### config.mk
export PLATFORM = sky130hd
export DESIGN_NAME = tt_um_divider
export DESIGN_NICKNAME = d
export VERILOG_FILES = /design/src/rtl/tt_divider_pkg.sv /design/src/rtl/divu_core.sv /design/src/rtl/tt_um_divider.sv
export SDC_FILE = /design/constraint.sdc
export NUM_CORES = 1
export LEC_CHECK = 0
export CAP_MARGIN = 0
export CORE_UTILIZATION = 50
export CTS_CLUSTER_DIAMETER = 100
export DETAILED_ROUTE_END_ITERATION = 8
export GPL_ROUTABILITY_DRIVEN = 0
export PLACE_DENSITY = 0.79
export SYNTH_ARGS = -nofsm -noshare
export SYNTH_HDL_FRONTEND = slang
export SYNTH_HIERARCHICAL = 1
export SYNTH_SLANG_ARGS = --single-unit
### constraint.sdc
create_clock -name clk -period 4.4 [get_ports clk]
set_input_delay 0.66 -clock clk [delete_from_list [all_inputs] [get_ports clk]]
set_output_delay 0.66 -clock clk [all_outputs]
set_load 0.1 [all_outputs]
### src/rtl/tt_divider_pkg.sv
// Shared types and pin constants for the sequential divider tile.
package tt_divider_pkg;

    typedef enum logic [1:0] {
        IDLE = 2'd0,
        CALC = 2'd1,
        DONE = 2'd2
    } state_t;

    localparam int START_BIT = 0;
    localparam int BUSY_BIT  = 1;
    localparam int DONE_BIT  = 2;
    localparam int DBZ_BIT   = 3;

    localparam logic [7:0] UIO_OE_VALUE = 8'b0000_1110;

    // Quotient reported for a zero divisor; sliced to the operand width by the core.
    localparam logic [31:0] DBZ_QUOTIENT = '1;

endpackage

### src/rtl/divu_core.sv
// Generic W-bit restoring divider: one quotient bit per clock, start/busy/done handshake.
module divu_core
    import tt_divider_pkg::*;
#(
    parameter int W = 4
) (
    input  logic         clk,
    input  logic         rst_n,
    input  logic         start,
    input  logic [W-1:0] a,
    input  logic [W-1:0] b,
    output logic         busy,
    output logic         done,
    output logic         dbz,
    output logic [W-1:0] q,
    output logic [W-1:0] r
);

    localparam int CW = $clog2(W + 1);

    state_t         state;
    logic [W-1:0]   divisor;
    logic [W-1:0]   rem;
    logic [W-1:0]   dvd;
    logic [CW-1:0]  count;
    logic [2*W-1:0] nxt;

    // One shift-subtract iteration; returns {next remainder, next dividend/quotient}.
    function automatic logic [2*W-1:0] div_step(input logic [W-1:0] rem_in,
                                                 input logic [W-1:0] dvd_in,
                                                 input logic [W-1:0] dsr);
        logic        [W:0] shifted;
        logic signed [W:0] trial;
        shifted = {rem_in, dvd_in[W-1]};
        trial   = $signed(shifted - {1'b0, dsr});
        if (trial[W])
            return {shifted[W-1:0], dvd_in[W-2:0], 1'b0};
        else
            return {trial[W-1:0], dvd_in[W-2:0], 1'b1};
    endfunction

    assign nxt = div_step(rem, dvd, divisor);

    always_ff @(posedge clk or negedge rst_n) begin
        if (!rst_n) begin
            state   <= IDLE;
            divisor <= '0;
            rem     <= '0;
            dvd     <= '0;
            count   <= '0;
            q       <= '0;
            r       <= '0;
            busy    <= 1'b0;
            done    <= 1'b0;
            dbz     <= 1'b0;
        end else begin
            case (state)
                IDLE, DONE: begin
                    if (start) begin
                        divisor <= b;
                        dvd     <= a;
                        if (b != '0) begin
                            state <= CALC;
                            rem   <= '0;
                            count <= '0;
                            busy  <= 1'b1;
                            done  <= 1'b0;
                            dbz   <= 1'b0;
                        end else begin
                            // Zero divisor resolves at the capture edge without iterating.
                            state <= DONE;
                            q     <= DBZ_QUOTIENT[W-1:0];
                            r     <= a;
                            busy  <= 1'b0;
                            done  <= 1'b1;
                            dbz   <= 1'b1;
                        end
                    end
                end
                CALC: begin
                    {rem, dvd} <= nxt;
                    count      <= count + 1'b1;
                    if (count == CW'(W - 1)) begin
                        state <= DONE;
                        q     <= nxt[W-1:0];
                        r     <= nxt[2*W-1:W];
                        busy  <= 1'b0;
                        done  <= 1'b1;
                    end
                end
                default: state <= IDLE;
            endcase
        end
    end

endmodule

### src/rtl/tt_um_divider.sv
// TinyTapeout wrapper: maps dividend/divisor pins onto divu_core and packs the result.
module tt_um_divider
    import tt_divider_pkg::*;
(
    input  logic [7:0] ui_in,
    output logic [7:0] uo_out,
    input  logic [7:0] uio_in,
    output logic [7:0] uio_out,
    output logic [7:0] uio_oe,
    input  logic       ena,
    input  logic       clk,
    input  logic       rst_n
);

    localparam int W = 4;

    logic         busy;
    logic         done;
    logic         dbz;
    logic [W-1:0] q;
    logic [W-1:0] r;
    logic         unused_inputs;

    divu_core #(.W(W)) u_core (
        .clk   (clk),
        .rst_n (rst_n),
        .start (uio_in[START_BIT]),
        .a     (ui_in[7:4]),
        .b     (ui_in[3:0]),
        .busy  (busy),
        .done  (done),
        .dbz   (dbz),
        .q     (q),
        .r     (r)
    );

    assign uo_out = {q, r};
    assign uio_oe = UIO_OE_VALUE;

    always_comb begin
        uio_out           = '0;
        uio_out[BUSY_BIT] = busy;
        uio_out[DONE_BIT] = done;
        uio_out[DBZ_BIT]  = dbz;
    end

    assign unused_inputs = &{1'b0, uio_in[7:1], ena};

endmodule

Word level (Yosys, flattened, before mapping). Cells that the tools add are included.

Bitwise operators: 0. Mux-type cells: 29. Equality and inequality tests: 7. Multiply operators: 0. Shift-type cells: 0. Reduce and logical (&&, ||, !) cells: 10. Magnitude comparators: 0. Add/sub/neg operators: 2. Divide/modulo/power cells: 0.

Operators by type and width (number): 2-to-1 mux 4 bit (9); case mux 4 bit (2 select lines) (4); 2-to-1 mux 8 bit (1); 2-to-1 mux 1 bit (6); 2-to-1 mux 2 bit (3); 2-to-1 mux 3 bit (2); case mux 3 bit (2 select lines) (1); AND reduction 2 bit (3); AND reduction 3 bit (2); subtractor 5 x 4 -> 5 bit (1); != test 2 x 1 -> 1 bit (second input constant) (2); != test 2 bit (second input constant) (2); case mux 1 bit (2 select lines) (2); case mux 2 bit (2 select lines) (1); AND reduction 4 bit (1); nonzero test 4 bit (1); adder 3 x 1 -> 3 bit (second input constant) (1); equality test 3 x 2 -> 1 bit (second input constant) (1); equality test 2 x 1 -> 1 bit (second input constant) (1); equality test 2 bit (second input constant) (1); zero test 2 bit (1); nonzero test 2 bit (1); OR reduction 2 bit (1).

Input bits: 19. ROM bits: 0. Memories: 0. Bits in writable memories: 0. Bits in latches: 0. Logic and storage cells: 58. Register bits: 28. Output and inout port bits: 24.

Depth between registers and ports, before layout. Gate-level depths: netlist (run 1).

Depth after elaboration: 4. Mapped depth: 8. Depth with buffers taken out: 8.

Cells and area by module. Netlist (run 1), hierarchy kept.

Modules (own cells, without submodules): divu_core (sequential area each 700.7 um2, area an instance 1471.4 um2, instances 1, cells an instance 153); tt_um_divider (sequential area each 0.0 um2, area an instance 127.6 um2, instances 1, cells an instance 18).

Worst setup path before layout (run 1). OpenSTA, ideal clock, no wires.

Path kind: flip-flop to flip-flop. From: register u_core.divisor[0]. To: register u_core.r[3]. Path buffers: 0. Clock period less this slack: 1.913 ns. Setup time: 0.139 ns. Data arrival time: 1.773 ns. Setup slack: 2.487 ns. Required time: 4.261 ns. Stages on the path, launching flop included: 8. Cell sequence: dfrtp_1 > ha_1 > fa_1 > nand2b_1 > a21oi_2 > xnor2_1 > nand2b_1 > a41oi_1.

Longest elaborated chain between the ends: 4.

RTL lines: start, declared (RTL line divu_core.sv:22) `logic [W-1:0] divisor;`; start signal, assigned (RTL line divu_core.sv:47) `divisor <= '0;`; start signal, assigned (RTL line divu_core.sv:60) `divisor <= b;`; subtractor 5 x 4 -> 5 bit (RTL line divu_core.sv:35) `trial = $signed(shifted - {1'b0, dsr});`; 2-to-1 mux 8 bit (RTL line divu_core.sv:36) `if (trial[W])`; 2-to-1 mux 4 bit (RTL line divu_core.sv:83) `if (count == CW'(W - 1)) begin`; case mux 4 bit (2 select lines) (RTL line divu_core.sv:57) `case (state)`; end signal, assigned (RTL line divu_core.sv:86) `r <= nxt[2*W-1:W];`; end, declared (RTL line divu_core.sv:16) `output logic [W-1:0] r`.

Every way passes these cells. The select of a mux whose other input is x is not followed. A chain may end at the register's enable or synchronous reset.

Worst setup path after layout (run 1).
From: register u_core.r[1]. To: output uo_out[1].

RTL lines: end, declared (RTL line tt_um_divider.sv:6) `output logic [7:0] uo_out,`.

No word-level cell between the ends.

==> flow_summary.yaml, run 1 <==
outcome:
  outcome: "finished clean"
route:
  routed_wl_um: 3180
  drtIter0Drc: 47
  vias_per_cell: 5.34
  detail-route-antenna-nets: 0
  wl_per_cell_um: 13.9
  firstDrtPassIters: 5
  route.detailed.drc: 0
  num_vias: 1224
sta:
  finalCriticalPeriod_ps: 2510
  period_share_pct: 57.1
  tns_ps: 0
  rsz0062_at_grt: "false"
  fin_worst_skew_ps: 2.82
  hold_viol_final: 0
  finalSetupViolations: 0
  max_freq_mhz: 398
  drv_slew: 0
  relSlewSlack_pct: 35.1
  worstMarginPinSlew_ps: 971
clock_network:
  cts.path.max_buffers: 2
  cts_buffers: 3
  clock_sinks: 28
  h-tree-depth: 1
  cts_tree: "built"
  ctsHoldBuffers: 0
  postCtsResizedCells: 0
  insertion_delay_ps: 320
  cts_setup_buffers: 0
  path_clk_slew_ps: 140
  cts_root_buffer: "clkbuf_4"
hold_path:
  min_to: "u_core/dbz"
  min_path_cells: 2
  hold_class: "register to register"
  hp-start: "u_core/dbz"
yosys:
  avgSynthCellArea_um2: 9.35
  async_flop_share_pct: 100
  ys_ff_latch: 28
  synth_edf_count: 0
  synthDistinctLibCells: 38
  ys.flop_type: "dfrtp_1"
  syn_area_um2: 1600
  netlist_instances: 171
  yosysSeqAreaShare_pct: 43.8
  yosysWarnings: 6
floorplan:
  ios: 43
  start_util_pct: 52.4
  rows: 20
  die_area_um2: 3430
  die_h_um: 58.6
  fp.dieW_um: 58.6
  coreArea_um2: 3050
global_route:
  grt_pass1_vias: 1223
  grt_max_degree: 29
  antenna_found_initial: 0
  grt_overflow: 0
  grt_use_total_pct: 21.4
  grt_pass1_wl_um: 5660
placement:
  io_buffers: 21
  hpwl_um: 2410
final_layout:
  nets: 212
  area_growth_pct: 12.3
  insertedDiodeCount: 0
  drive_above_1_share_pct: 10.3
worst_setup_path:
  cpPeakStageDelay_ps: 1140
  startpoint: "u_core/r[1]"
  required_ps: 3740
  r2r_setup_slack_ps: 2220
  r2r-start: "u_core/dvd[3]"
  worstPathArrival_ps: 1850
  cpMaxStageDelayCell: "clkdlybuf4s50_1"
  critical_path_depth: 1
  path_max_fanout: 2
  worstSetupStartpointType: "register"
  path_class: "register to output port"
  crit_buf_inv: 1
  r2r-end: "u_core/r[3]"
  cpLargestDelayFamily: "buffers and inverters"
  cp-end-kind: "output port"
  crit_chain: "clkdlybuf4s50_1"
  r2r_cells: 8
job:
  maxCapViolCount: 0
## flip-flops by register name (all words and copies together), names as in the netlist
register,flops
u_core/count,3
u_core/dvd,4
u_core/done,1
u_core/q,4
u_core/state,2
u_core/busy,1
u_core/r,4
u_core/dbz,1
u_core/rem,4
u_core/divisor,4
## worst max path at each step
stage	to	slack (ps)
floorplan	u_core/r[3]	2490
global placement	u_core/rem[2]	1800
detailed placement	u_core/rem[2]	1720
CTS	uo_out[1]	1870
global route	uo_out[1]	1830
finish	uo_out[1]	1890
## cells in the mapped netlist, types with 2 or more instances
cell type	n	area, um^2
buf_2	3	15.0
nor2_2	2	12.5
o21ai_0	11	55.1
nand2b_1	4	25.0
ha_1	6	75.1
nand2_1	25	93.8
xnor2_1	2	17.5
o22a_2	3	30.0
nand3b_1	3	22.5
a41oi_1	4	35.0
buf_4	16	120
nor2_1	11	41.3
nand3_1	5	25.0
nor2b_1	4	25.0
inv_1	7	26.3
dfrtp_1	28	701
clkbuf_1	4	15.0
o211ai_1	2	15.0
nor4_1	2	12.5
a31oi_1	4	25.0
a21oi_1	7	35.0
conb_1	2	7.51
## logic make-up (layout without fill, tap and decap cells)
logic type | Yosys count | in the layout | share of synthesized area (%)
buffers and inverters | 31 | 34 | 11.7
AO/OA/AOI/OAI | 40 | 40 | 18.0
AND/OR/NAND/NOR | 60 | 60 | 18.4
adder cells (fa/ha/maj) | 7 | 7 | 5.95
XOR/XNOR | 3 | 3 | 1.64
flip-flops | 28 | 28 | 43.8
other | 2 | 13 | 0.470
## per-stage QoR
stage	setup slack [ps]	std cells	cell area (um^2)	utilization [%]	hold WS [ps]
floorplan	2490	182	1640	-	364
global placement	1800	225	1760	57.6	464
detailed placement	1720	225	1760	57.6	474
CTS	1870	229	1800	58.8	508
global route	1830	229	1800	58.8	532
finish	1890	229	1800	58.8	505
## final cells by class
type                            instances  area [um^2]
Clock buffer                            4         36.3
Fill cell                             285         1260
Inverter                                7         26.3
Multi-Input combinational cell        123          752
Sequential cell                        28          701
Tap cell                               44         55.1
Timing Repair Buffer                   23          225
## routing by layer
metal,vias up,GRT usage (%),wire [um]
li1,588,-,-
met1,599,29.2,1360
met2,33,36.8,1630
met3,4,2.42,157
met4,0,5.10,23
met5,-,0,0
## cells in the final DEF (no fill, tap or decap)
| cell | count |
|---|---|
| o211ai_1 | 2 |
| nand2b_1 | 4 |
| a31oi_1 | 4 |
| a211oi_1 | 1 |
| clkbuf_8 | 1 |
| clkdlybuf4s50_1 | 21 |
| xnor2_1 | 2 |
| nor2_2 | 2 |
| nand3_1 | 5 |
| and3_1 | 1 |
| a21oi_2 | 1 |
| and2_2 | 1 |
| inv_1 | 7 |
| a21o_2 | 1 |
| a211o_1 | 1 |
| a41oi_1 | 4 |
| o22ai_1 | 1 |
| ha_1 | 6 |
| dfrtp_1 | 28 |
| conb_1 | 13 |
| xor2_1 | 1 |
| o21ai_4 | 1 |
| nor2b_1 | 4 |
| a21oi_1 | 7 |
| or4_4 | 1 |
| nor2_1 | 11 |
| o22a_2 | 3 |
| a41oi_2 | 1 |
| nand3b_1 | 3 |
| o21ai_0 | 11 |
| clkbuf_4 | 3 |
| nor4_1 | 2 |
| nand2_1 | 25 |
| a31oi_2 | 1 |
| fa_1 | 1 |
| nor2_4 | 1 |
| a21o_1 | 1 |
| buf_4 | 2 |
Power of run 1 is left out: the tool's default activity adds up to more than one toggle a clock period on the data nets, which glitch-free logic cannot reach.
==> inputs of run 2 (changes only) <==
CORE_UTILIZATION = 43   (was 50)
PLACE_DENSITY = 0.72   (was 0.79)
clock period = 2.1 ns   (was 4.4 ns; I/O delays follow)
==> flow_summary.yaml, run 2 (synthesis gave the netlist of run 1 again) <==
global_route:
  grt_max_degree: 29
  antenna_found_initial: 0
  grt_pass1_vias: 1150
  grt_use_total_pct: 17.1
  grt_overflow: 0
  grt_pass1_wl_um: 5420
final_layout:
  multiInputGateArea_um2: 823
  nets: 219
  seq_area_um2: 701
  insertedDiodeCount: 0
  layoutNonFillerInstCount: 238
  final_cell_mix: "28 x dfrtp_1, 25 x nand2_1, 19 x buf_4"
  drive_above_1_share_pct: 25.5
  postLayoutCellArea_um2: 1940
  fill_cells: 305
  area_growth_pct: 21.4
  layout.cells.most_common: "dfrtp_1"
sta:
  max_freq_mhz: 500
  fin_worst_skew_ps: 5.43
  hold_viol_final: 0
  drv_slew: 0
  finalCriticalPeriod_ps: 2000
  period_share_pct: 95.2
  setup_ws_ps: 100
  finalSetupViolations: 0
  tns_ps: 0
route:
  num_vias: 1248
  vias_per_cell: 5.24
  wl_per_cell_um: 13.8
  route.detailed.drc: 0
  detail-route-antenna-nets: 0
  routed_wl_um: 3280
  drtIter0Drc: 35
  firstDrtPassIters: 4
floorplan:
  rows: 21
  start_util_pct: 46.5
  die_h_um: 63.0
  fp.dieW_um: 63.0
  ios: 43
  die_area_um2: 3970
  coreArea_um2: 3440
clock_network:
  h-tree-depth: 1
  insertion_delay_ps: 270
  cts.path.max_buffers: 2
  clock_sinks: 28
  cts_buffers: 3
  cts_root_buffer: "clkbuf_8"
  path_clk_slew_ps: 100
  cts_tree: "built"
worst_setup_path:
  crit_chain: "inv_2 -> ha_2 -> fa_2 -> nand2b_4 -> a21oi_4 -> buf_4 -> a41oi_1 -> a41oi_1"
  r2r-start: "u_core/dvd[3]"
  worstSetupStartpointType: "register"
  r2r-end: "u_core/r[0]"
  cpPeakStageDelay_ps: 390
  required_ps: 2290
  path_max_fanout: 3
  r2r_setup_slack_ps: 100
  r2r_cells: 8
  crit_top_cell: "a41oi_1"
  cpMaxStageDelayCell: "dfrtp_1"
  cp-end-kind: "register"
  worstPathArrival_ps: 2190
  path_class: "register to register"
placement:
  dpl.cell_count: 234
  dpl_cell_area_um2: 1800
  io_buffers: 21
  pre_cts_ws_ps: 67.1
  hpwl_um: 2390
outcome:
  outcome: "finished clean"
hold_path:
  hold_class: "input pin to async pin"
job:
  maxCapViolCount: 0
run 2: how the worst max path moves through the flow:
stage,start,endpoint,cells past startpoint
global placement,ui_in[3],u_core/r[0],5
detailed placement,u_core/dvd[3],u_core/r[3],8
floorplan,u_core/divisor[0],u_core/r[3],7
global route,u_core/dvd[3],u_core/r[0],8
CTS,u_core/dvd[3],u_core/r[3],8
finish,u_core/dvd[3],u_core/r[0],8
run 2: area by class of cell:
class	instances	share of cell area, %
clock buffer	3	2.13
clock inverter	1	1.55
inverter	7	1.35
multi-input combinational	123	42.4
sequential	28	36.1
tap	46	2.96
timing repair buffer	30	13.5
run 2: repair_timing:
item                                    in CTS  in global routing
resized for setup                            0                 13
buffers inserted                             0                  0
hold buffers                                 0                  0
endpoints found under the setup margin       0                  8
run 2: worst max-delay path: cells and delay by family, from the launching register on:
family          cells  cell delay, ps
compound gates      3             600
fa+ha+maj           2             540
buf+inv             2             210
flops               1             390
simple gates        1             170
run 2: metrics by stage:
step / hold slack [ps] / util (%)
finish: 404 / 56.4
global route: 436 / 56.4
CTS: 424 / 54.3
detailed placement: 479 / 52.3
global placement: 466 / 52.3
floorplan: 19.4 / -
run 2: per-layer routing:
| layer | up-vias | share of wire [%] | track usage (%) |
|---|---|---|---|
| met1 | 603 | 46 | 23.6 |
| met5 | - | 0 | 0 |
| met2 | 41 | 49 | 28.5 |
| li1 | 600 | - | - |
| met3 | 4 | 4.4 | 1.82 |
| met4 | 0 | 0.76 | 4.36 |
Power of run 2 is left out for the same reason.
==> inputs of run 3 (changes only) <==
CORE_UTILIZATION = 45   (was 43)
CTS_BUF_LIST = sky130_fd_sc_hd__clkbuf_8   (was not set)
GPL_TIMING_DRIVEN = 0   (was not set)
PLACE_DENSITY = 0.75   (was 0.72)
==> flow_summary.yaml, run 3 (synthesis gave the netlist of run 1 again) <==
floorplan:
  fp.dieW_um: 61.6
  coreArea_um2: 3360
  start_util_pct: 47.5
  die_h_um: 61.6
  rows: 21
  die_area_um2: 3800
  ios: 43
hold_path:
  hold_class: "input pin to async pin"
route:
  wl_per_cell_um: 12.8
  num_vias: 1274
  route.detailed.drc: 0
  vias_per_cell: 5.02
  firstDrtPassIters: 4
  drtIter0Drc: 38
  routed_wl_um: 3250
  detail-route-antenna-nets: 0
sta:
  hold_viol_final: 0
  finalSetupViolations: 0
  worstMarginPinSlew_ps: 970
  drv_slew: 0
  rsz0062_at_grt: "false"
  finalCriticalPeriod_ps: 2010
  relSlewSlack_pct: 35.2
  max_freq_mhz: 497
  period_share_pct: 95.8
  fin_worst_skew_ps: 5.94
outcome:
  outcome: "finished clean"
clock_network:
  ctsHoldBuffers: 0
  cts.path.max_buffers: 2
  h-tree-depth: 1
  path_clk_slew_ps: 100
  cts_root_buffer: "clkbuf_8"
  cts_tree: "built"
  insertion_delay_ps: 280
  clock_sinks: 28
  cts_buffers: 3
global_route:
  grt_overflow: 0
  grt_pass1_wl_um: 5360
  antenna_found_initial: 0
  grt_pass1_vias: 1142
  grt_use_total_pct: 19.7
  grt_max_degree: 29
final_layout:
  postLayoutCellArea_um2: 2030
  nets: 235
  final_cell_mix: "28 x dfrtp_1, 25 x nand2_1, 17 x buf_4"
  layout.cells.most_common: "dfrtp_1"
  fill_cells: 324
  drive_above_1_share_pct: 21.6
  insertedDiodeCount: 0
  area_growth_pct: 26.8
worst_setup_path:
  crit_chain: "inv_1 -> ha_1 -> fa_2 -> nand2b_4 -> a21o_4 -> nor4_4 -> a41oi_1 -> a41oi_1"
  crit_top_cell: "a41oi_1"
  cpMaxStageDelayCell: "dfrtp_1"
  required_ps: 2300
  worstPathArrival_ps: 2210
  cpPeakStageDelay_ps: 370
  worstSetupStartpointType: "register"
  path_max_fanout: 5
  path_class: "register to register"
  cp-end-kind: "register"
placement:
  dpl_cell_area_um2: 1910
  hpwl_um: 2360
  io_buffers: 21
job:
  maxCapViolCount: 0
## run 3: cell count changes in the layout (fill, tap and decap cells not counted), moves of 2 or more
| cell | delta |
|---|---|
| dlygate4sd2_1 | +5 |
| buf_2 | +4 |
| buf_4 | -2 |
| clkbuf_1 | +4 |
| dlymetal6s2s_1 | +6 |
## run 3: final timing paths
path | from | end | slack (ps) | depth (start not counted)
hold / removal | rst_n | u_core/r[1] | 40 | 1
min in group clk | u_core/dbz | u_core/dbz | 490 | 2
hold reg to reg | u_core/dbz | u_core/dbz | 490 | 2
setup reg to reg | u_core/dvd[3] | u_core/r[0] | 90 | 8
setup / recovery | u_core/dvd[3] | u_core/r[0] | 90 | 8
max in group asynchronous | rst_n | u_core/count[2] | 1650 | 1
## run 3: layer usage
layer	GRT usage, %	up-vias	wire, um	share of wire [%]
li1	-	633	-	-
met5	0	-	0	0
met4	7.94	0	83	2.6
met3	3.36	11	155	4.8
met2	28.6	43	1440	44
met1	29.0	587	1570	48
## run 3: stage by stage
stage,setup TNS (ps),utilization [%],worst slack [ps],cells,hold WS [ps]
finish,0,60.3,89.0,254,35.1
global route,0,60.3,22.5,254,86.7
CTS,0,58.8,2.08,253,498
detailed placement,-40.4,56.7,-37.5,249,476
global placement,-15.9,56.7,-15.9,249,462
floorplan,0,-,187,182,19.4
## run 3: critical path, delay by kind of cell (launching register included)
family | cells | cell delay (ps)
AOI/OAI and AO/OA | 3 | 600
adders and majority gates | 2 | 570
DFF | 1 | 370
and+or+nand+nor | 2 | 330
buffers and inverters | 1 | 70
## run 3: timing repair
item                                    in CTS  in global routing
pin swaps                                    1                  2
resized for setup                            8                 12
endpoints found under the setup margin       7                 13
buffers inserted                             0                  1
hold endpoints to repair                     0                  0
## run 3: final cells by class
type                    count  area, um^2  area share [%]
repair buffers             22         221            10.9
inverters                   7        26.3            1.30
plain buffers              24         161            7.96
clock buffers               4        55.1            2.71
well taps                  46        57.6            2.84
multi-input cells         123         806            39.7
flip-flops and latches     28         701            34.5
Power of run 3 is left out for the same reason.
